$ cat config.mk
export PLATFORM = sky130hd
export DESIGN_NAME = sw_led_ctrl
export DESIGN_NICKNAME = d
export VERILOG_FILES = /design/src/rtl/sw_led_pkg.sv /design/src/rtl/sw_led_ctrl_if.sv /design/src/rtl/sw_debounce.sv /design/src/rtl/sw_led_ctrl.sv
export SDC_FILE = /design/constraint.sdc
export NUM_CORES = 1
export LEC_CHECK = 0
export BUFFER_PORTS_ARGS = -buffer_cell sky130_fd_sc_hd__clkbuf_2
export CAP_MARGIN = 20
export CORE_ASPECT_RATIO = 0.9
export CORE_MARGIN = 2
export CORE_UTILIZATION = 25
export DETAILED_ROUTE_END_ITERATION = 16
export HOLD_SLACK_MARGIN = 0.1
export SLEW_MARGIN = 15
export SYNTH_ARGS = -nofsm -noshare
export SYNTH_HDL_FRONTEND = slang
export SYNTH_HIERARCHICAL = 1
export SYNTH_SLANG_ARGS = --single-unit
$ cat constraint.sdc
create_clock -name clk -period 2.1 [get_ports clk]
set_clock_uncertainty 0.05 [all_clocks]
set_input_delay 0.42 -clock clk [delete_from_list [all_inputs] [get_ports clk]]
set_output_delay 0.42 -clock clk [all_outputs]
set_load 0.03 [all_outputs]
$ cat src/rtl/sw_led_pkg.sv
// sw_led_pkg: shared constants and types for the switch/LED controller.
//   mode_t        - 2-bit display mode (MODE_PASS/BLINK/CHASE/COUNT)
//   DEF_*         - default parameter values
//   cnt_width()   - counter width helper for cycle-count parameters
package sw_led_pkg;

    typedef enum logic [1:0] {
        MODE_PASS  = 2'b00,
        MODE_BLINK = 2'b01,
        MODE_CHASE = 2'b10,
        MODE_COUNT = 2'b11
    } mode_t;

    localparam int DEF_WIDTH           = 16;
    localparam int DEF_DEBOUNCE_CYCLES = 1_000_000;
    localparam int DEF_BLINK_CYCLES    = 50_000_000;
    localparam int DEF_STEP_CYCLES     = 10_000_000;

    // Counter counts 0..n-1, so $clog2(n) bits always hold n-1; keep at least 1 bit.
    function automatic int cnt_width(input int n);
        return (n > 1) ? $clog2(n) : 1;
    endfunction

endpackage

$ cat src/rtl/sw_led_ctrl_if.sv
// sw_led_ctrl_if: switch input / debounced output bundle.
//   sw      - raw switch levels (master drives)
//   sw_db   - debounced switch levels (slave drives)
//   sw_chg  - one-cycle change pulse (slave drives)
interface sw_led_ctrl_if #(
    parameter int WIDTH = 16
) ();

    logic [WIDTH-1:0] sw;
    logic [WIDTH-1:0] sw_db;
    logic             sw_chg;

    modport master (output sw, input sw_db, input sw_chg);
    modport slave  (input sw, output sw_db, output sw_chg);

endinterface

$ cat src/rtl/sw_debounce.sv
// sw_debounce: two-flop synchroniser, free-running sample counter and
// per-bit two-sample agreement debounce.
//   clk, rst_n - clock, asynchronous active-low reset
//   bus        - slave side: sw in, sw_db / sw_chg out
module sw_debounce
    import sw_led_pkg::*;
#(
    parameter int WIDTH           = DEF_WIDTH,
    parameter int DEBOUNCE_CYCLES = DEF_DEBOUNCE_CYCLES
) (
    input logic           clk,
    input logic           rst_n,
    sw_led_ctrl_if.slave  bus
);

    localparam int CW = cnt_width(DEBOUNCE_CYCLES);
    localparam logic [CW-1:0] SAMPLE_LAST = CW'(DEBOUNCE_CYCLES - 1);

    logic [WIDTH-1:0] sw_meta;
    logic [WIDTH-1:0] sw_sync;
    logic [WIDTH-1:0] prev;
    logic [WIDTH-1:0] db;
    logic [WIDTH-1:0] db_next;
    logic [CW-1:0]    sample_cnt;
    logic             sample_tick;
    logic             chg;

    assign sample_tick = (sample_cnt == SAMPLE_LAST);

    // A bit only moves when two consecutive samples agree; otherwise it holds.
    always_comb begin
        db_next = (~(sw_sync ^ prev) & sw_sync) | ((sw_sync ^ prev) & db);
    end

    always_ff @(posedge clk or negedge rst_n) begin
        if (!rst_n) begin
            sw_meta    <= '0;
            sw_sync    <= '0;
            prev       <= '0;
            db         <= '0;
            sample_cnt <= '0;
            chg        <= 1'b0;
        end else begin
            sw_meta    <= bus.sw;
            sw_sync    <= sw_meta;
            chg        <= 1'b0;
            sample_cnt <= sample_tick ? '0 : sample_cnt + 1'b1;
            if (sample_tick) begin
                prev <= sw_sync;
                db   <= db_next;
                chg  <= |(db_next ^ db);
            end
        end
    end

    assign bus.sw_db  = db;
    assign bus.sw_chg = chg;

endmodule

$ cat src/rtl/sw_led_ctrl.sv
// sw_led_ctrl: debounced switches driving LEDs in one of four display modes.
//   clk, rst_n - clock, asynchronous active-low reset
//   sw         - raw switch levels
//   mode       - display mode select (asynchronous)
//   led        - registered LED drive
//   sw_db      - debounced switch levels
//   sw_chg     - one-cycle pulse on any sw_db change
module sw_led_ctrl
    import sw_led_pkg::*;
#(
    parameter int WIDTH           = DEF_WIDTH,
    parameter int DEBOUNCE_CYCLES = DEF_DEBOUNCE_CYCLES,
    parameter int BLINK_CYCLES    = DEF_BLINK_CYCLES,
    parameter int STEP_CYCLES     = DEF_STEP_CYCLES
) (
    input  logic             clk,
    input  logic             rst_n,
    input  logic [WIDTH-1:0] sw,
    input  logic [1:0]       mode,
    output logic [WIDTH-1:0] led,
    output logic [WIDTH-1:0] sw_db,
    output logic             sw_chg
);

    localparam int BW = cnt_width(BLINK_CYCLES);
    localparam int SW = cnt_width(STEP_CYCLES);
    localparam logic [BW-1:0]    BLINK_LAST = BW'(BLINK_CYCLES - 1);
    localparam logic [SW-1:0]    STEP_LAST  = SW'(STEP_CYCLES - 1);
    localparam logic [WIDTH-1:0] ONE_HOT0   = {{(WIDTH-1){1'b0}}, 1'b1};

    sw_led_ctrl_if #(.WIDTH(WIDTH)) db_bus ();

    assign db_bus.sw = sw;
    assign sw_db     = db_bus.sw_db;
    assign sw_chg    = db_bus.sw_chg;

    sw_debounce #(
        .WIDTH           (WIDTH),
        .DEBOUNCE_CYCLES (DEBOUNCE_CYCLES)
    ) u_debounce (
        .clk   (clk),
        .rst_n (rst_n),
        .bus   (db_bus.slave)
    );

    logic [1:0]       mode_meta;
    logic [1:0]       mode_sync;
    mode_t            mode_q;
    logic             mode_chg;
    logic [BW-1:0]    blink_cnt;
    logic             phase;
    logic [SW-1:0]    step_cnt;
    logic             blink_tick;
    logic             step_tick;
    logic [WIDTH-1:0] pattern;
    logic [WIDTH-1:0] count;
    logic [WIDTH-1:0] led_next;

    assign mode_chg   = (mode_sync != mode_q);
    assign blink_tick = (blink_cnt == BLINK_LAST);
    assign step_tick  = (step_cnt == STEP_LAST);

    // mode_chg is tested first everywhere so a restart wins over a coincident tick.
    always_ff @(posedge clk or negedge rst_n) begin
        if (!rst_n) begin
            mode_meta <= '0;
            mode_sync <= '0;
            mode_q    <= MODE_PASS;
            blink_cnt <= '0;
            phase     <= 1'b1;
            step_cnt  <= '0;
            pattern   <= ONE_HOT0;
            count     <= '0;
            led       <= '0;
        end else begin
            mode_meta <= mode;
            mode_sync <= mode_meta;
            mode_q    <= mode_t'(mode_sync);
            led       <= led_next;
            if (mode_chg) begin
                blink_cnt <= '0;
                phase     <= 1'b1;
                step_cnt  <= '0;
                pattern   <= ONE_HOT0;
                count     <= '0;
            end else begin
                if (blink_tick) begin
                    blink_cnt <= '0;
                    phase     <= ~phase;
                end else begin
                    blink_cnt <= blink_cnt + 1'b1;
                end
                if (step_tick) begin
                    step_cnt <= '0;
                    pattern  <= {pattern[WIDTH-2:0], pattern[WIDTH-1]};
                    count    <= count + 1'b1;
                end else begin
                    step_cnt <= step_cnt + 1'b1;
                end
            end
        end
    end

    always_comb begin
        led_next = '0;
        case (mode_q)
            MODE_PASS:  led_next = db_bus.sw_db;
            MODE_BLINK: led_next = phase ? db_bus.sw_db : '0;
            MODE_CHASE: led_next = (db_bus.sw_db == '0) ? pattern : (pattern & db_bus.sw_db);
            MODE_COUNT: led_next = count;
        endcase
    end

endmodule

# Yosys cells after proc, flatten, opt, wreduce, memory -nomap -nowiden
# Index checks and enable logic that the tools add are counted.
dict set report op_classes {
  bitwise 8
  addsub 4
  eq_ne 7
  reduce_logical 5
  n_mux 15
}
# op n
set ops {}
lappend ops {{16-bit two-way mux} 6}
lappend ops {{16-bit case mux with 4 select lines} 1}
lappend ops {{26-bit two-way mux} 2}
lappend ops {{16-bit AND} 3}
lappend ops {{24-bit two-way mux} 2}
lappend ops {{16-bit bitwise XOR} 2}
lappend ops {{26-bit by 1-bit adder with 26-bit output, second input constant} 1}
lappend ops {{26-bit == test, second input constant} 1}
lappend ops {{24-bit by 1-bit adder with 24-bit output, second input constant} 1}
lappend ops {{24-bit == test, second input constant} 1}
lappend ops {{20-bit by 1-bit adder with 20-bit output, second input constant} 1}
lappend ops {{20-bit == test, second input constant} 1}
lappend ops {{20-bit two-way mux} 1}
lappend ops {{16-bit by 1-bit adder with 16-bit output, second input constant} 1}
lappend ops {{16-bit logical NOT} 1}
lappend ops {{16-bit NOT} 1}
lappend ops {{16-bit bitwise OR} 1}
lappend ops {{16-bit OR reduction} 1}
lappend ops {{2-bit == test, second input constant} 2}
lappend ops {{2-bit nonzero test} 2}
lappend ops {{1-bit two-way mux} 3}
lappend ops {{2-bit by 1-bit == test with 1-bit output, second input constant} 1}
lappend ops {{2-bit logical NOT} 1}
lappend ops {{2-bit inequality test} 1}
lappend ops {{1-bit NOT} 1}
dict set report totals {
  input_bits 20
  ff_bits 190
}

# Longest topological paths before layout
dict set report depth {
  word_depth 7
  mapped_depth 8
}

# Modules after synthesis
# The synthesis kept the hierarchy.
# module cells_per_inst area_each_um2 seq_area_each_um2 instances
set modules_own_cells {}
lappend modules_own_cells {sw_led_ctrl 615 5565.3 2630.0 1}
lappend modules_own_cells {sw_debounce 313 3435.8 2127.0 1}

# Worst setup path before layout
# OpenSTA, ideal clock, no wires.
dict set report synth_path {
  path_kind {register to register}
  from {reg step_cnt[0]}
  to {reg count[13]}
  required_time_ns 1.972
  path_buffers 1
  setup_ns 0.078
  slack_ns 0.184
  path_stages_with_launch 7
  t_arrival_ns 1.788
  path_cell_list {dfrtp_1 -> ha_1 -> and2_1 -> nand4_2 -> buf_2 -> or4_1 -> a21oi_1}
}
dict set report synth_between {
  elab_chain_cells 2
}
# element line_no
set synth_rtl {}
lappend synth_rtl {{start, declared} sw_led_ctrl.sv:52} ;# logic [SW-1:0] step_cnt;
lappend synth_rtl {{start signal, assigned} sw_led_ctrl.sv:98} ;# step_cnt <= step_cnt + 1'b1;
lappend synth_rtl {{24-bit == test} sw_led_ctrl.sv:61} ;# assign step_tick = (step_cnt == STEP_LAST);
lappend synth_rtl {{2-bit nonzero test (no line)} n/a}
lappend synth_rtl {{end signal, assigned} sw_led_ctrl.sv:96} ;# count <= count + 1'b1;
lappend synth_rtl {{end, declared} sw_led_ctrl.sv:56} ;# logic [WIDTH-1:0] count;
# No other way between the ends.
# A chain may end at the register's enable or synchronous reset.

# Final worst setup path
dict set report layout_path {
  from {reg u_debounce.sample_cnt[8]}
  to {reg u_debounce.db[15] (netlist: u_debounce/bus.sw_db[15])}
}
dict set report layout_between {
  elab_chain_cells 1
}
# element line_no
set layout_rtl {}
lappend layout_rtl {{start, declared} sw_debounce.sv:24} ;# logic [CW-1:0] sample_cnt;
lappend layout_rtl {{start signal, assigned} sw_debounce.sv:47} ;# sample_cnt <= sample_tick ? '0 : sample_cnt + 1'b1;
lappend layout_rtl {{20-bit == test} sw_debounce.sv:28} ;# assign sample_tick = (sample_cnt == SAMPLE_LAST);
lappend layout_rtl {{end signal, assigned} sw_debounce.sv:50} ;# db <= db_next;
lappend layout_rtl {{end, declared} sw_debounce.sv:22} ;# logic [WIDTH-1:0] db;
# No other way between the ends.

==> flow_metrics.py <==
metrics = {
    "run_status": {
        "status": "finished clean",
    },
    "routing": {
        "vias": 7370,
        "drc": 0,
        "ant_nets": 0,
        "avgViaCountPerCell": 4.917,
        "wl_um": 21720,
        "drt_iter0_drc": 619,
        "firstDrtPassIters": 5,
        "detail_route.wl_per_cell_um": 14.49,
    },
    "logic_synthesis": {
        "synthDistinctLibCells": 49,
        "synth_ff_type": "dfrtp_1",
        "synth_edf_count": 0,
        "synth.avg_cell_area_um2": 9.699,
        "synth.top_cell.area_share_pct": 52.27,
        "ys_warn_count": 6,
        "yosysSeqAreaShare_pct": 52.85,
        "synthArstFlopShare_pct": 100.0,
        "syn_nets": 952,
        "postSynthCellCount": 928,
        "syn-cell-area_um2": 9001,
        "synth_top_area_cell": "dfrtp_1",
        "netlist_top_cells_area": "dfrtp_1, a21oi_1, nand2_1, o21ai_0, nand3_1",
        "synth-seq-cells": 190,
    },
    "worst_setup_path": {
        "arrival_ps": 2270,
        "worst-r2r-setup-slack_ps": 90,
        "critPathMaxFanout": 50,
        "crit_path_start_kind": "register",
        "crit_type": "reg2reg",
        "r2r_cells": 6,
        "r2r_start": "u_debounce/sample_cnt[8]$_DFF_PN0_",
        "setup.worst_path.end_class": "register",
        "r2r-end": "u_debounce/bus.sw_db[15]$_DFFE_PN0N_",
        "crit_required_ps": 2360,
    },
    "cts": {
        "cts_sinks": 190,
        "cts_tree": "yes",
        "clockBufferDepth": 2,
        "cts_buffers": 17,
        "insertion_delay_ps": 440,
        "htreeDepth": 4,
        "clk_pin_slew_worst_paths_ps": 80,
        "clockRootBuffer": "clkbuf_16",
    },
    "floorplan": {
        "dieWidth_um": 204.0,
        "io_pins": 53,
        "start_util_pct": 25.50,
        "die-area_um2": 37540,
        "core_area_um2": 35300,
        "die_y_um": 184.0,
        "rows": 65,
    },
    "global_routing": {
        "antenna_found_initial": 0,
        "grt_use_met2_pct": 17.82,
        "gr-usage-met1_pct": 16.76,
        "met3_usage_pct": 2.517,
        "grt_pass1_vias": 6789,
        "grt_max_degree": 52,
        "globalRouteTotalUtil_pct": 11.88,
        "grt-ovfl-total": 0,
        "top_usage_layer": "met2",
        "grt_pass1_wl_um": 35470,
    },
    "placed_design": {
        "portBuffers": 52,
        "dp_slack_ps": 109.9,
        "dp_hpwl_um": 14700,
        "routabilityCongestion": 0.7673,
    },
    "hold_path": {
        "holdPathStages": 0,
        "min_path_type": "reg2reg",
        "worstHoldStart": "u_debounce/sw_meta[14]$_DFF_PN0_",
        "min_to": "u_debounce/sw_sync[14]$_DFF_PN0_",
    },
    "sta": {
        "finalSetupTns_ps": 0,
        "hold_viol": 0,
        "slew_headroom_pct": 67.66,
        "setup-violations-final": 0,
        "period_share_pct": 95.54,
        "max_freq_mhz": 498.4,
        "rsz0062_at_grt": "no",
        "final_max_slew_viol_count": 0,
        "worst_slack_ps": 93.60,
        "worst_slew_pin_slew_ps": 485.1,
        "min_period_ps": 2006,
    },
    "cells_and_area": {
        "drive_above_1_share_pct": 16.60,
        "final_nets": 1041,
        "n_fill_cell": 3650,
        "diodes": 0,
        "area_growth_pct": 20.68,
    },
    "power": {
        "ir_drop_v": 0.0005567,
        "p_leak_nw": 4.434,
        "p_per_area_nw_per_um2": 668.0,
    },
    "flow_run": {
        "max_cap_viol_count": 0,
    },
}
critical path: stages, from the launching register on:
cell and delay, ps:
dfrtp_1 420, nor4b_2 290, nand4b_1 210, or3_2 490
buf_12 210, nand2_1 110, o211ai_2 70
state kept, by name, summed over array words and instances, names as in the netlist:
register,count
blink_cnt,26
u_debounce/sample_cnt,20
step_cnt,24
u_debounce/bus.sw_db,16
phase,1
mode_q,2
led,16
pattern,16
u_debounce/prev,16
u_debounce/sw_sync,16
u_debounce/sw_meta,16
mode_sync,2
mode_meta,2
u_debounce/bus.sw_chg,1
count,16
area by class of cell:
cell class              count  area [um^2]  share of cell area [%]
multi-input cells         677         3969                   36.54
clock buffers              17        425.4                   3.916
clock inverters            15        148.9                   1.371
repair buffers            122        942.2                   8.673
inverters                   9        33.78                  0.3110
well taps                 469        586.8                   5.402
flip-flops and latches    190         4757                   43.79
through the flow:
step           hold slack, ps  cells  total power [W]  util [%]  cell area [um^2]
3_5_place_dp            286.3   1446         0.004149     28.56             10080
4_1_cts                 304.4   1497         0.007369     30.73             10850
3_3_place_gp            283.6   1446         0.004145     28.56             10080
2_1_floorplan           74.41    928         0.003959         -              9001
6_report                301.2   1499         0.007257     30.78             10860
5_1_grt                 310.0   1499         0.007585     30.78             10860
where the power goes:
part	internal, W	leakage, nW	switching [W]
sequential	0.00371	2.53	0.0000379
clock	0.00159	0.282	0.00157
combinational	0.000116	1.62	0.000231
total	0.00541	4.43	0.00184
per-layer routing:
layer,vias to the layer above,routed length (um),part of all wire [%]
li1,3543,-,-
met1,3603,10460,48
met2,195,9739,45
met3,29,1099,5.1
met4,0,425,2.0
met5,-,0,0
synth_stat cells, drive strengths merged, types with 17 or more instances:
cell,number
a21oi,101
a31oi,17
and3,18
buf,23
clkbuf,29
dfrtp,188
nand2,126
nand3,52
nand4,22
nor2,44
nor4,18
o21ai,63
o31ai,24
or3,19
or4,24
xnor2,23
xor2,17
cell families (layout without fill, tap and decap cells):
| kind of cell | count (synthesis) | in the layout | share of synthesized area, % |
|---|---|---|---|
| xor gates and xnor gates | 40 | 40 | 3.892 |
| muxes | 3 | 3 | 0.3336 |
| DFF | 190 | 190 | 52.85 |
| AOI/OAI and AO/OA | 240 | 240 | 15.93 |
| buffers and inverters | 61 | 163 | 3.100 |
| and+or+nand+nor | 390 | 390 | 23.34 |
| adders and majority gates | 4 | 4 | 0.5560 |
cell usage in the layout (no fill, tap or decap), types with 4 or more instances in the layout:
cell type | netlist | routed
or3_1 | 16 | 15
o21ai_0 | 61 | 61
o22ai_1 | 14 | 14
nand3_1 | 51 | 51
inv_8 | 0 | 6
a21oi_1 | 101 | 101
nand2_1 | 125 | 125
nand4_1 | 20 | 20
and3_1 | 18 | 18
dfrtp_1 | 188 | 188
nor4_1 | 17 | 17
or4_1 | 23 | 23
o211ai_2 | 16 | 16
clkbuf_2 | 0 | 51
nor2b_1 | 16 | 16
nor3_1 | 7 | 7
buf_12 | 0 | 8
clkinv_4 | 0 | 4
a31oi_1 | 17 | 17
inv_1 | 9 | 9
nand2b_1 | 15 | 15
o31ai_1 | 24 | 24
and2_1 | 6 | 5
and4_1 | 11 | 11
buf_4 | 0 | 43
ha_1 | 4 | 4
xnor2_1 | 23 | 23
clkbuf_16 | 0 | 17
xor2_1 | 17 | 17
dlygate4sd3_1 | 0 | 19
nor2_1 | 44 | 44
worst max-delay path by stage:
stage,startpoint,endpoint,slack [ps],cells after the start
CTS,u_debounce/sample_cnt[1]$_DFF_PN0_,u_debounce/bus.sw_db[13]$_DFFE_PN0N_,90,7
detailed placement,u_debounce/sample_cnt[1]$_DFF_PN0_,u_debounce/sample_cnt[18]$_DFF_PN0_,110,7
global placement,u_debounce/sample_cnt[8]$_DFF_PN0_,u_debounce/bus.sw_db[10]$_DFFE_PN0N_,150,6
finish,u_debounce/sample_cnt[8]$_DFF_PN0_,u_debounce/bus.sw_db[15]$_DFFE_PN0N_,90,6
global route,u_debounce/sample_cnt[8]$_DFF_PN0_,u_debounce/bus.sw_db[11]$_DFFE_PN0N_,0.5,6
floorplan,step_cnt[0]$_DFF_PN0_,count[13]$_DFFE_PN0P_,180,6
timing repair:
item / in CTS / in global routing
setup endpoints to repair: 0 / 10
setup buffers: 0 / 2
gates resized for setup: 0 / 1
hold buffers: 19 / 0
endpoints found under the hold margin: 63 / 0
Power figures use the tool's default switching activity.
